`src/rtl/wb_trace_capture_if.sv`:
```
// Write-back capture and trace read-port bundle for wb_trace_capture.
// The master side is the core/consumer; the slave side is the trace buffer.
interface wb_trace_capture_if #(
  parameter int unsigned ARQ  = 16,
  parameter int unsigned TS_W = 16
);
  logic            wb_en;
  logic [ARQ-1:0]  wb_data;
  logic            rd_ready;
  logic            rd_valid;
  logic [ARQ-1:0]  rd_data;
  logic [TS_W-1:0] rd_stamp;

  modport master (
    output wb_en, wb_data, rd_ready,
    input  rd_valid, rd_data, rd_stamp
  );

  modport slave (
    input  wb_en, wb_data, rd_ready,
    output rd_valid, rd_data, rd_stamp
  );
endinterface

```
`src/rtl/wb_trace_capture.sv`:
```
// Core reset sequencer plus timestamped write-back trace FIFO with
// capture-all, match-filter, wrap-around and stop-on-full behaviour.
module wb_trace_capture #(
  parameter int unsigned ARQ      = 16,
  parameter int unsigned DEPTH    = 16,
  parameter int unsigned TS_W     = 16,
  parameter int unsigned RST_HOLD = 10
) (
  input  logic                     clk_i,
  input  logic                     rst_ni,
  wb_trace_capture_if.slave        bus,
  output logic                     core_rst_o,
  input  logic                     cap_en_i,
  input  logic                     wrap_mode_i,
  input  logic                     match_en_i,
  input  logic [ARQ-1:0]           match_val_i,
  output logic [$clog2(DEPTH):0]   count_o,
  output logic                     full_o,
  output logic                     empty_o,
  output logic [7:0]               drop_cnt_o,
  output logic [1:0]               state_o
);

  localparam int unsigned PtrW  = $clog2(DEPTH);
  localparam int unsigned CntW  = PtrW + 1;
  localparam int unsigned HoldW = (RST_HOLD > 1) ? $clog2(RST_HOLD) : 1;
  localparam logic [HoldW-1:0] HoldLast = HoldW'(RST_HOLD - 1);
  localparam logic [CntW-1:0]  CntFull  = CntW'(DEPTH);

  typedef enum logic [1:0] {
    StHold    = 2'd0,
    StRun     = 2'd1,
    StStopped = 2'd2
  } state_e;

  state_e            state_q, state_d;
  logic [HoldW-1:0]  hold_q, hold_d;
  logic [TS_W-1:0]   ts_q, ts_d;
  logic [PtrW-1:0]   wptr_q, wptr_d;
  logic [PtrW-1:0]   rptr_q, rptr_d;
  logic [CntW-1:0]   count_q, count_d;
  logic              full_q, full_d;
  logic              empty_q, empty_d;
  logic [7:0]        drop_q, drop_d;

  logic [ARQ-1:0]    mem_data  [DEPTH];
  logic [TS_W-1:0]   mem_stamp [DEPTH];

  logic              push;
  logic              pop;
  logic              wr_en;
  logic              drop_inc;

  always_comb begin
    state_d  = state_q;
    hold_d   = hold_q;
    ts_d     = ts_q;
    wptr_d   = wptr_q;
    rptr_d   = rptr_q;
    count_d  = count_q;
    drop_d   = drop_q;
    wr_en    = 1'b0;
    drop_inc = 1'b0;

    // No bypass: pop only sees entries already registered as present.
    pop  = ~empty_q & bus.rd_ready;
    push = (state_q == StRun) & cap_en_i & bus.wb_en &
           (~match_en_i | (bus.wb_data == match_val_i));

    case (state_q)
      StHold: begin
        if (hold_q == HoldLast) begin
          state_d = StRun;
        end else begin
          hold_d = hold_q + 1'b1;
        end
      end
      StRun: begin
        ts_d = ts_q + 1'b1;
      end
      StStopped: begin
        ts_d = ts_q + 1'b1;
        if (!cap_en_i && !full_q) begin
          state_d = StRun;
        end
      end
      default: state_d = StHold;
    endcase

    if (push) begin
      if (pop) begin
        wr_en  = 1'b1;
        wptr_d = wptr_q + 1'b1;
        rptr_d = rptr_q + 1'b1;
      end else if (!full_q) begin
        wr_en   = 1'b1;
        wptr_d  = wptr_q + 1'b1;
        count_d = count_q + 1'b1;
      end else if (wrap_mode_i) begin
        // Full: wptr == rptr, so the write lands on the oldest entry.
        wr_en    = 1'b1;
        wptr_d   = wptr_q + 1'b1;
        rptr_d   = rptr_q + 1'b1;
        drop_inc = 1'b1;
      end else begin
        drop_inc = 1'b1;
        state_d  = StStopped;
      end
    end else if (pop) begin
      rptr_d  = rptr_q + 1'b1;
      count_d = count_q - 1'b1;
    end

    if (drop_inc && (drop_q != 8'hFF)) begin
      drop_d = drop_q + 1'b1;
    end

    full_d  = (count_d == CntFull);
    empty_d = (count_d == '0);
  end

  always_ff @(posedge clk_i or negedge rst_ni) begin
    if (!rst_ni) begin
      state_q <= StHold;
      hold_q  <= '0;
      ts_q    <= '0;
      wptr_q  <= '0;
      rptr_q  <= '0;
      count_q <= '0;
      full_q  <= 1'b0;
      empty_q <= 1'b1;
      drop_q  <= '0;
    end else begin
      state_q <= state_d;
      hold_q  <= hold_d;
      ts_q    <= ts_d;
      wptr_q  <= wptr_d;
      rptr_q  <= rptr_d;
      count_q <= count_d;
      full_q  <= full_d;
      empty_q <= empty_d;
      drop_q  <= drop_d;
    end
  end

  // Storage is deliberately not reset; count_q == 0 makes it unreachable.
  always_ff @(posedge clk_i) begin
    if (wr_en) begin
      mem_data[wptr_q]  <= bus.wb_data;
      mem_stamp[wptr_q] <= ts_q;
    end
  end

  assign core_rst_o   = (state_q == StHold);
  assign state_o      = state_q;
  assign count_o      = count_q;
  assign full_o       = full_q;
  assign empty_o      = empty_q;
  assign drop_cnt_o   = drop_q;
  assign bus.rd_valid = ~empty_q;
  assign bus.rd_data  = empty_q ? '0 : mem_data[rptr_q];
  assign bus.rd_stamp = empty_q ? '0 : mem_stamp[rptr_q];

endmodule

```
`src/flat_wrapper.sv`:
```
// flat-port wrapper written by rule: the top's interface ports become plain ports
module wb_trace_capture_flat 
#(
  parameter int unsigned ARQ      = 16,
  parameter int unsigned DEPTH    = 16,
  parameter int unsigned TS_W     = 16,
  parameter int unsigned RST_HOLD = 10
)
  (clk_i, rst_ni, core_rst_o, cap_en_i, wrap_mode_i, match_en_i, match_val_i, count_o, full_o, empty_o, drop_cnt_o, state_o, bus_wb_en, bus_wb_data, bus_rd_ready, bus_rd_valid, bus_rd_data, bus_rd_stamp);
  wb_trace_capture_if #(.ARQ(ARQ), .TS_W(TS_W)) bus_i ();
  input  logic clk_i;
  input  logic rst_ni;
  output logic core_rst_o;
  input  logic cap_en_i;
  input  logic wrap_mode_i;
  input  logic match_en_i;
  input  logic [ARQ-1:0] match_val_i;
  output logic [$clog2(DEPTH):0] count_o;
  output logic full_o;
  output logic empty_o;
  output logic [7:0] drop_cnt_o;
  output logic [1:0] state_o;
  input wire logic [$bits(bus_i.wb_en)-1:0] bus_wb_en;
  input wire logic [$bits(bus_i.wb_data)-1:0] bus_wb_data;
  input wire logic [$bits(bus_i.rd_ready)-1:0] bus_rd_ready;
  output wire logic [$bits(bus_i.rd_valid)-1:0] bus_rd_valid;
  output wire logic [$bits(bus_i.rd_data)-1:0] bus_rd_data;
  output wire logic [$bits(bus_i.rd_stamp)-1:0] bus_rd_stamp;
  assign bus_i.wb_en = bus_wb_en;
  assign bus_i.wb_data = bus_wb_data;
  assign bus_i.rd_ready = bus_rd_ready;
  assign bus_rd_valid = bus_i.rd_valid;
  assign bus_rd_data = bus_i.rd_data;
  assign bus_rd_stamp = bus_i.rd_stamp;
  wb_trace_capture #(.ARQ(ARQ), .DEPTH(DEPTH), .TS_W(TS_W), .RST_HOLD(RST_HOLD)) u_core (.clk_i(clk_i), .rst_ni(rst_ni), .bus(bus_i), .core_rst_o(core_rst_o), .cap_en_i(cap_en_i), .wrap_mode_i(wrap_mode_i), .match_en_i(match_en_i), .match_val_i(match_val_i), .count_o(count_o), .full_o(full_o), .empty_o(empty_o), .drop_cnt_o(drop_cnt_o), .state_o(state_o));
endmodule
```
`config.mk`:
```
export PLATFORM = sky130hd
export DESIGN_NAME = wb_trace_capture_flat
export DESIGN_NICKNAME = d
export VERILOG_FILES = /design/src/rtl/wb_trace_capture_if.sv /design/src/rtl/wb_trace_capture.sv /design/src/flat_wrapper.sv
export SDC_FILE = /design/constraint.sdc
export NUM_CORES = 1
export LEC_CHECK = 0
export CAP_MARGIN = 20
export CORE_MARGIN = 2
export CORE_UTILIZATION = 63
export DETAILED_ROUTE_END_ITERATION = 16
export PLACE_DENSITY = 0.92
export SLEW_MARGIN = 10
export SYNTH_ARGS = -nofsm -noshare
export SYNTH_HDL_FRONTEND = slang
export SYNTH_SLANG_ARGS = --single-unit
```
`constraint.sdc`:
```
create_clock -name clk_i -period 7.55 [get_ports clk_i]
set_clock_uncertainty 0.2 [all_clocks]
set_input_delay 0.755 -clock clk_i [delete_from_list [all_inputs] [get_ports clk_i]]
set_output_delay 0.755 -clock clk_i [all_outputs]
set_load 0.02 [all_outputs]
```
After elaboration in Yosys (flattened, before gate mapping)
Memory sizes are Yosys's and may differ from the RTL's.
Index checks and enable logic that the tools add are counted.
{ "op_classes": {"add_sub_neg": 7, "reduce_logical": 13, "muxes": 30, "n_eq_ne": 7, "bitwise": 8} }
{ "op_table": {"columns": ["cell", "n"], "rows": [
  ["$mux 16", 2],
  ["$mux 4", 8],
  ["$mux 5", 4],
  ["$add 16x1->16 const B", 1],
  ["$eq 16x16->1", 1],
  ["$add 4x1->4 const B", 3],
  ["$mux 2", 6],
  ["$mux 1", 9],
  ["$add 8x1->8 const B", 1],
  ["$ne 8x8->1 const B", 1],
  ["$pmux 2 s3", 1],
  ["$reduce_bool 2->1", 3],
  ["$add 5x1->5 const B", 1],
  ["$eq 5x5->1 const B", 1],
  ["$logic_not 5->1", 1],
  ["$sub 5x1->5 const B", 1],
  ["$and 1x1->1", 4],
  ["$eq 4x4->1 const B", 1],
  ["$reduce_and 2->1", 2],
  ["$ne 3x3->1 const B", 1],
  ["$not 1->1", 3],
  ["$reduce_and 3->1", 1],
  ["$eq 2x1->1 const B", 1],
  ["$eq 2x2->1 const B", 1],
  ["other kinds (5)", 7]
]} }
{ "totals": {"ramBits": 512, "memories": 2, "out_inout_bits": 51, "in_bits": 39, "wordCells": 76, "reg_bits": 45} }
{ "memory_table": {"columns": ["name", "words", "width", "read_ports", "rd_ports_with_merged_regs", "wr", "line", "text"], "rows": [
  ["u_core.mem_data", 16, 16, 1, 0, 1, "wb_trace_capture.sv:46", "logic [ARQ-1:0] mem_data [DEPTH];"],
  ["u_core.mem_stamp", 16, 16, 1, 0, 1, "wb_trace_capture.sv:47", "logic [TS_W-1:0] mem_stamp [DEPTH];"]
]} }

Logic depth before layout (Yosys ltp)
Gate-level depths: netlist of the first run.
{ "logic_depth": {"ltp_word": 8, "mapped_depth": 9, "depth_no_buf": 8} }

Worst setup path before layout of the first run
OpenSTA, ideal clock, no wires.
{ "synth_timing": {"path_type": "input-to-reg", "from": "input match_val_i[5]", "to": "memory u_core.mem_data[11][0], enable pin", "setup_time_ns": 0.392, "path_stages": 6, "n_path_buf": 1, "required_time_ns": 6.958, "path_slack_ns": 4.038, "t_arrival_ns": 2.919, "path_cell_list": "xnor2_1 nand4_1 o41ai_4 o211a_1 clkbuf_1 and4b_1"} }
{ "synth_between": {"elab_chain_cells": 6} }
{ "synth_lines": {"columns": ["element", "line", "text"], "rows": [
  ["start: declaration", "flat_wrapper.sv:17", "input logic [ARQ-1:0] match_val_i;"],
  ["$eq 16x16->1", "wb_trace_capture.sv:68", "(~match_en_i | (bus.wb_data == match_val_i));"],
  ["$or 1x1->1", "wb_trace_capture.sv:68", null],
  ["$and 1x1->1", "wb_trace_capture.sv:67", "push = (state_q == StRun) & cap_en_i & bus.wb_en &"],
  ["$mux 1", "wb_trace_capture.sv:90", "if (push) begin"],
  ["$mux 1", "wb_trace_capture.sv:148", "if (wr_en) begin"],
  ["$mux 1 (not written as such)", "wb_trace_capture.sv:149", "mem_data[wptr_q] <= bus.wb_data;"],
  ["end: declaration", "wb_trace_capture.sv:46", null]
]} }
No other way between the ends.

Final worst setup path of the first run
{ "layout_timing": {"from": "register u_core.rptr_q[1]", "to": "output bus_rd_stamp[12]"} }
{ "layout_between": {"elab_chain_cells": 2} }
{ "layout_lines": {"columns": ["element", "line", "text"], "rows": [
  ["start: declaration", "wb_trace_capture.sv:40", "logic [PtrW-1:0] rptr_q, rptr_d;"],
  ["start signal: assignment", "wb_trace_capture.sv:138", "rptr_q <= rptr_d;"],
  ["$mem_v2 16x16", null, null],
  ["$mux 16", "wb_trace_capture.sv:162", "assign bus.rd_stamp = empty_q ? '0 : mem_stamp[rptr_q];"],
  ["end: declaration", "flat_wrapper.sv:28", "output wire logic [$bits(bus_i.rd_stamp)-1:0] bus_rd_stamp;"]
]} }
No other way between the ends.

==> results of run 1 <==
synthesized netlist by cell type (6+ instances only):
master      n  area (sq um)
nand3_1    12          60.1
and4b_1     8          80.1
nor3_1      6          30.0
inv_1      12          45.0
dfrtp_1    44          1100
nor2_1     12          45.0
and2_1     32           200
xnor2_1    36           315
mux2i_1     6          60.1
buf_2      16          80.1
mux4_2    160          3600
nand2_1    15          56.3
clkbuf_1   28           105
ha_1       16           200
xor2_1     16           140
edfxtp_1  512         15400
nand4_1    12          75.1
and4_1      7          61.3
path summary, 6_finish.rpt:
path,start,endpoint,slack [ns]
worst max-delay path,u_core.rptr_q[1],bus_rd_stamp[12],2.47
worst min-delay path,rst_ni,u_core.hold_q[3],0.1
worst max register to register,u_core.state_o[1],u_core.mem_stamp[12][11],4.09
worst min register to register,u_core.drop_cnt_o[6],u_core.drop_cnt_o[6],0.30
max in group asynchronous,rst_ni,u_core.rptr_q[0],6.59
min in group clk_i,u_core.drop_cnt_o[6],u_core.drop_cnt_o[6],0.30
power by group through the flow:
stage                     Sequential [uW]  Combinational, uW  Clock [uW]
final                                3930               2580        2640
after global routing                 3940               2700        2750
after CTS                            3910               2600        2650
after detailed placement             3960               2530           0
after global placement               3930               2460           0
after floorplan                      3760               1820           0
worst max-delay path: cells and delay by family, from the launching register on:
family | cells | cell delay (ns)
buffers and inverters | 2 | 1.22
DFF | 1 | 1.16
muxes | 2 | 0.94
and+or+nand+nor | 1 | 0.19
sequential cells by signal, summed over array words and instances (netlist names), 2 cells and up:
register / count
u_core.count_o: 5
u_core.drop_cnt_o: 8
u_core.hold_q: 4
u_core.mem_data: 256
u_core.mem_stamp: 256
u_core.rptr_q: 4
u_core.state_o: 2
u_core.ts_q: 16
u_core.wptr_q: 4
kinds of logic (layout without fill, tap and decap cells):
logic type,count (synthesis),count (layout),share of synthesized area (%)
AO/OA/AOI/OAI,24,24,0.856
XOR/XNOR,52,52,2.06
adder cells (fa/ha/maj),16,16,0.907
buffers and inverters,62,213,1.18
flip-flops,557,557,74.8
multiplexers,169,169,16.8
AND/OR/NAND/NOR,123,123,3.46
stage by stage:
step	utilization [%]	hold WS, ns	cells	power, uW	area (sq um)
2_1_floorplan	-	0.259	1003	5580	22100
3_3_place_gp	67.7	0.281	1504	6390	23400
3_5_place_dp	67.7	0.278	1504	6490	23400
4_1_cts	72.7	0.106	1602	9160	25100
5_1_grt	73.2	0.160	1609	9400	25300
6_report	73.2	0.0983	1609	9150	25300
cell type report:
class | instances | area, sq um | share of cell area (%)
well taps | 455 | 569 | 2.25
repair buffers | 103 | 1100 | 4.35
inverters | 12 | 45.0 | 0.178
multi-input cells | 384 | 5320 | 21.1
flip-flops and latches | 557 | 16500 | 65.3
clock inverters | 28 | 253 | 1.00
clock buffers | 70 | 1470 | 5.82
per-layer routing:
metal / wire [um] / GRT usage (%) / share of wire [%]
met4: 2470 / 13.4 / 4.5
met2: 29500 / 53.4 / 54
met1: 18800 / 38.2 / 34
met3: 3990 / 5.29 / 7.3
met5: 13 / 0 / 0.024
==> impl_metrics.py, run 1 <==
metrics = {
    "die": {
        "die_x_um": 191,
        "core_sq_um": 34500,
        "die_h_um": 191,
        "pin_count": 90,
        "placementRows": 68,
        "start_util_pct": 63.9,
        "dieArea_sq_um": 36500,
    },
    "synthesis": {
        "synth_nets": 1058,
        "synthArstFlopShare_pct": 8.08,
        "ys_seq_area_share_pct": 74.8,
        "synth-edff-count": 512,
        "syn_inst": 1003,
        "ys_warn_count": 0,
        "syn_area_per_cell_sq_um": 22.0,
        "netlist_area_sq_um": 22100,
        "ys_seq_elements": 557,
        "synthDistinctLibCells": 45,
        "synthFlopType": "edfxtp_1",
    },
    "layout": {
        "nets": 1165,
        "final_common_cell": "edfxtp_1",
        "area_growth_pct": 14.5,
        "filler_cell_count": 1871,
        "drive_above_1_share_pct": 24.7,
        "most-common-layout-cells": "edfxtp_1 (512), mux4_2 (160), clkdlybuf4s50_1 (88), clkbuf_16 (54), dfrtp_1 (40)",
        "insertedDiodeCount": 0,
    },
    "clocking": {
        "cts_sinks": 557,
        "clk_latency_ns": 0.56,
        "path_clk_slew_ns": 0.07,
        "tritoncts": "built",
        "cts_buffers": 52,
        "cts_max_path_buffers": 3,
        "postCtsSetupRepairBufs": 0,
        "cts-resized-gates": 0,
        "ctsHoldBuffers": 0,
        "cts_root_buf": "clkbuf_16",
        "cts-htree-levels": 2,
    },
    "sta": {
        "setup_violations": 0,
        "report.final.slew_viol_count": 0,
        "period_minus_slack_ns": 5.08,
        "relSlewSlack_pct": 22.6,
        "rsz0062_at_grt": "false",
        "tightest_slew_ns": 1.16,
        "min_period_over_period_pct": 67.3,
        "setup_ws_ns": 2.47,
        "max_freq_mhz": 197,
        "hold_violations": 0,
        "tns_ns": 0,
    },
    "setup_path": {
        "crit_path_end_kind": "output pin",
        "crit_chain": "buf_4 -> mux4_2 -> mux4_2 -> and2_1 -> clkdlybuf4s50_1",
        "crit_path_frequent_cell": "mux4_2",
        "path_max_fanout": 68,
        "cp-start-kind": "register",
        "cp_slowest_cell": "dfrtp_4",
        "cp_data_required_time_ns": 6.59,
        "critical_path.max_stage_delay_ns": 1.16,
        "arrival_ns": 4.13,
        "r2r_cells": 5,
        "critPathKind": "reg2out",
    },
    "grt": {
        "grt_antenna_before_repair": 1,
        "grt_pass1_vias": 11218,
        "grtUsageTotal_pct": 30.6,
        "grt_max_degree": 81,
        "overflow": 0,
        "grt_first_pass_wirelength_um": 77800,
    },
    "run_status": {
        "run_status": "finished clean",
    },
    "detailed_routing": {
        "via_per_inst": 6.86,
        "drc": 0,
        "drtIter0Drc": 1510,
        "antenna_left": 0,
        "wl_um": 54800,
        "dr.pass1.iters": 5,
        "vias": 11044,
        "wl_per_cell_um": 34.0,
    },
    "placed_design": {
        "dp_hpwl_um": 26200,
        "port-buffer-count": 89,
        "place_ws_ns": 2.46,
        "gp_congestion": 0.773,
    },
    "job": {
        "drv_cap": 0,
    },
    "pwr": {
        "intPower_uw": 6430,
        "p_sw_share_pct": 29.7,
        "leakage_uw": 0.00847,
        "irDropWorstVdd_v": 0.000310,
        "combPwrFrac_pct": 28.2,
        "p_sw_uw": 2720,
        "seq_power_share_pct": 42.9,
        "power.density_nw_per_um2": 362,
        "clock_power_share_pct": 28.9,
    },
    "worst_hold_path": {
        "hp-class": "in2async",
    },
}
No activity file was read; power rests on OpenSTA's default activity.
==> inputs of run 2 (changes only) <==
CORE_UTILIZATION = 60   (was 63)
PLACE_DENSITY = 0.89   (was 0.92)
clock period = 5.3 ns   (was 7.55 ns; I/O delays follow)
==> impl_metrics.py, run 2 (same netlist as run 1, synthesis figures left out) <==
metrics = {
    "layout": {
        "most-common-layout-cells": "edfxtp_1 (512), mux4_2 (160), clkdlybuf4s50_1 (88), clkbuf_16 (53), dfrtp_1 (40)",
        "nets": 1189,
        "insertedDiodeCount": 0,
        "filler_cell_count": 2058,
        "register_area_sq_um": 16500,
        "reg_top3": "u_core.mem_data (256), u_core.mem_stamp (256), u_core.ts_q (16)",
        "area_growth_pct": 15.4,
        "multi_input_area_sq_um": 5320,
        "drive_above_1_share_pct": 25.4,
        "layout.cells.non_filler": 1645,
        "final_common_cell": "edfxtp_1",
    },
    "detailed_routing": {
        "wl_um": 53200,
        "drtIter0Drc": 1290,
        "vias": 11068,
        "dr.pass1.iters": 5,
        "wl_per_cell_um": 32.3,
        "highest_layer": "met5",
        "via_per_inst": 6.73,
        "met3_length_um": 4740,
        "wl_met1_um": 19700,
        "drc": 0,
        "route.met2.wl_um": 27400,
        "antenna_left": 0,
    },
    "die": {
        "dieArea_sq_um": 38300,
        "pin_count": 90,
        "placementRows": 70,
        "start_util_pct": 60.6,
        "die_x_um": 196,
        "die_h_um": 196,
        "core_sq_um": 36400,
    },
    "run_status": {
        "run_status": "finished clean",
    },
    "clocking": {
        "tritoncts": "built",
        "ctsHoldBuffers": 1,
        "cts_max_path_buffers": 3,
        "path_clk_slew_ns": 0.06,
        "cts_buffers": 53,
        "cts_sinks": 557,
        "cts_root_buf": "clkbuf_16",
        "postCtsSetupRepairBufs": 0,
        "cts-resized-gates": 0,
        "cts-htree-levels": 2,
        "clk_latency_ns": 0.59,
    },
    "job": {
        "drv_cap": 0,
    },
    "sta": {
        "max_freq_mhz": 217,
        "tightest_slew_ns": 1.13,
        "tns_ns": 0,
        "hold_violations": 0,
        "relSlewSlack_pct": 24.9,
        "rsz0062_at_grt": "false",
        "min_period_over_period_pct": 86.8,
        "report.final.slew_viol_count": 0,
        "period_minus_slack_ns": 4.60,
        "setup_violations": 0,
    },
    "setup_path": {
        "cp-start-kind": "register",
        "critPathKind": "reg2out",
        "arrival_ns": 3.87,
        "crit_path_end_kind": "output pin",
        "path_max_fanout": 32,
        "cp_data_required_time_ns": 4.57,
    },
    "pwr": {
        "irDropWorstVdd_v": 0.000341,
        "seq_power_share_pct": 43.8,
        "combPwrFrac_pct": 28.6,
        "intPower_uw": 9020,
        "power.density_nw_per_um2": 508,
        "p_sw_uw": 3920,
        "leakage_uw": 0.00854,
        "clock_power_share_pct": 27.6,
        "p_sw_share_pct": 30.3,
    },
    "placed_design": {
        "port-buffer-count": 89,
        "gp_congestion": 0.824,
        "dp_hpwl_um": 29400,
        "post-place-cells": 1545,
    },
    "worst_hold_path": {
        "hp-class": "reg2reg",
    },
    "grt": {
        "grt_antenna_before_repair": 2,
        "grt_max_degree": 51,
        "grt_pass1_vias": 11358,
        "grt_first_pass_wirelength_um": 78600,
        "grtUsageTotal_pct": 28.7,
        "overflow": 0,
    },
}
## run 2: changes by cell type in the layout (fill, tap and decap cells not counted), sizes merged
cell,change
bufinv,-2
dlygate4sd3,+1
clkbuf,-1
clkinvlp,+1
inv,-1
clkinv,+3
buf,+22
## run 2: path summary, 6_finish.rpt
path	slack, ns	depth (start not counted)	to	from
setup reg to reg	2.04	6	u_core.mem_stamp[12][7]	u_core.state_o[1]
min in group asynchronous	0.31	2	u_core.drop_cnt_o[0]	rst_ni
hold / removal	0.30	1	u_core.drop_cnt_o[6]	u_core.drop_cnt_o[6]
max in group asynchronous	4.12	2	u_core.rptr_q[1]	rst_ni
setup / recovery	0.70	5	bus_rd_data[10]	u_core.rptr_q[0]
hold reg to reg	0.30	1	u_core.drop_cnt_o[6]	u_core.drop_cnt_o[6]
## run 2: layout make-up
cell class / count / share of cell area (%)
Clock buffer: 69 / 5.48
Clock inverter: 29 / 0.855
Inverter: 12 / 0.177
Multi-Input combinational cell: 384 / 20.9
Sequential cell: 557 / 64.9
Tap cell: 468 / 2.30
Timing Repair Buffer: 126 / 5.43
## run 2: stage by stage
| stage | area, sq um | power (uW) | hold WS [ns] | util [%] | setup WS [ns] |
|---|---|---|---|---|---|
| 4_1_cts | 25400 | 13000 | 0.304 | 69.8 | 0.633 |
| 3_3_place_gp | 23800 | 9280 | 0.284 | 65.4 | 0.904 |
| 5_1_grt | 25500 | 13300 | 0.323 | 69.9 | 0.532 |
| 2_1_floorplan | 22100 | 7950 | 0.0344 | - | 2.01 |
| 6_report | 25500 | 12900 | 0.303 | 69.9 | 0.698 |
| 3_5_place_dp | 23800 | 9370 | 0.289 | 65.4 | 0.667 |
## run 2: power groups by stage
stage	sequential [uW]	clock (uW)	combinational, uW
final	5670	3570	3700
after global routing	5710	3740	3890
after CTS	5700	3600	3670
after detailed placement	5770	0	3600
after global placement	5730	0	3550
after floorplan	5360	0	2590
## run 2: per-layer routing
layer	track usage [%]	vias to the layer above
met5	0	-
met4	8.31	2
met3	5.14	90
met2	48.6	694
met1	39.3	5832
li1	-	4450
## run 2: worst max-delay path, cell delays in order (launching register included)
cell	delay, ns
dfrtp_4	0.88
buf_4	0.53
mux4_2	0.59
mux4_2	0.50
and2_1	0.20
clkdlybuf4s50_1	0.55
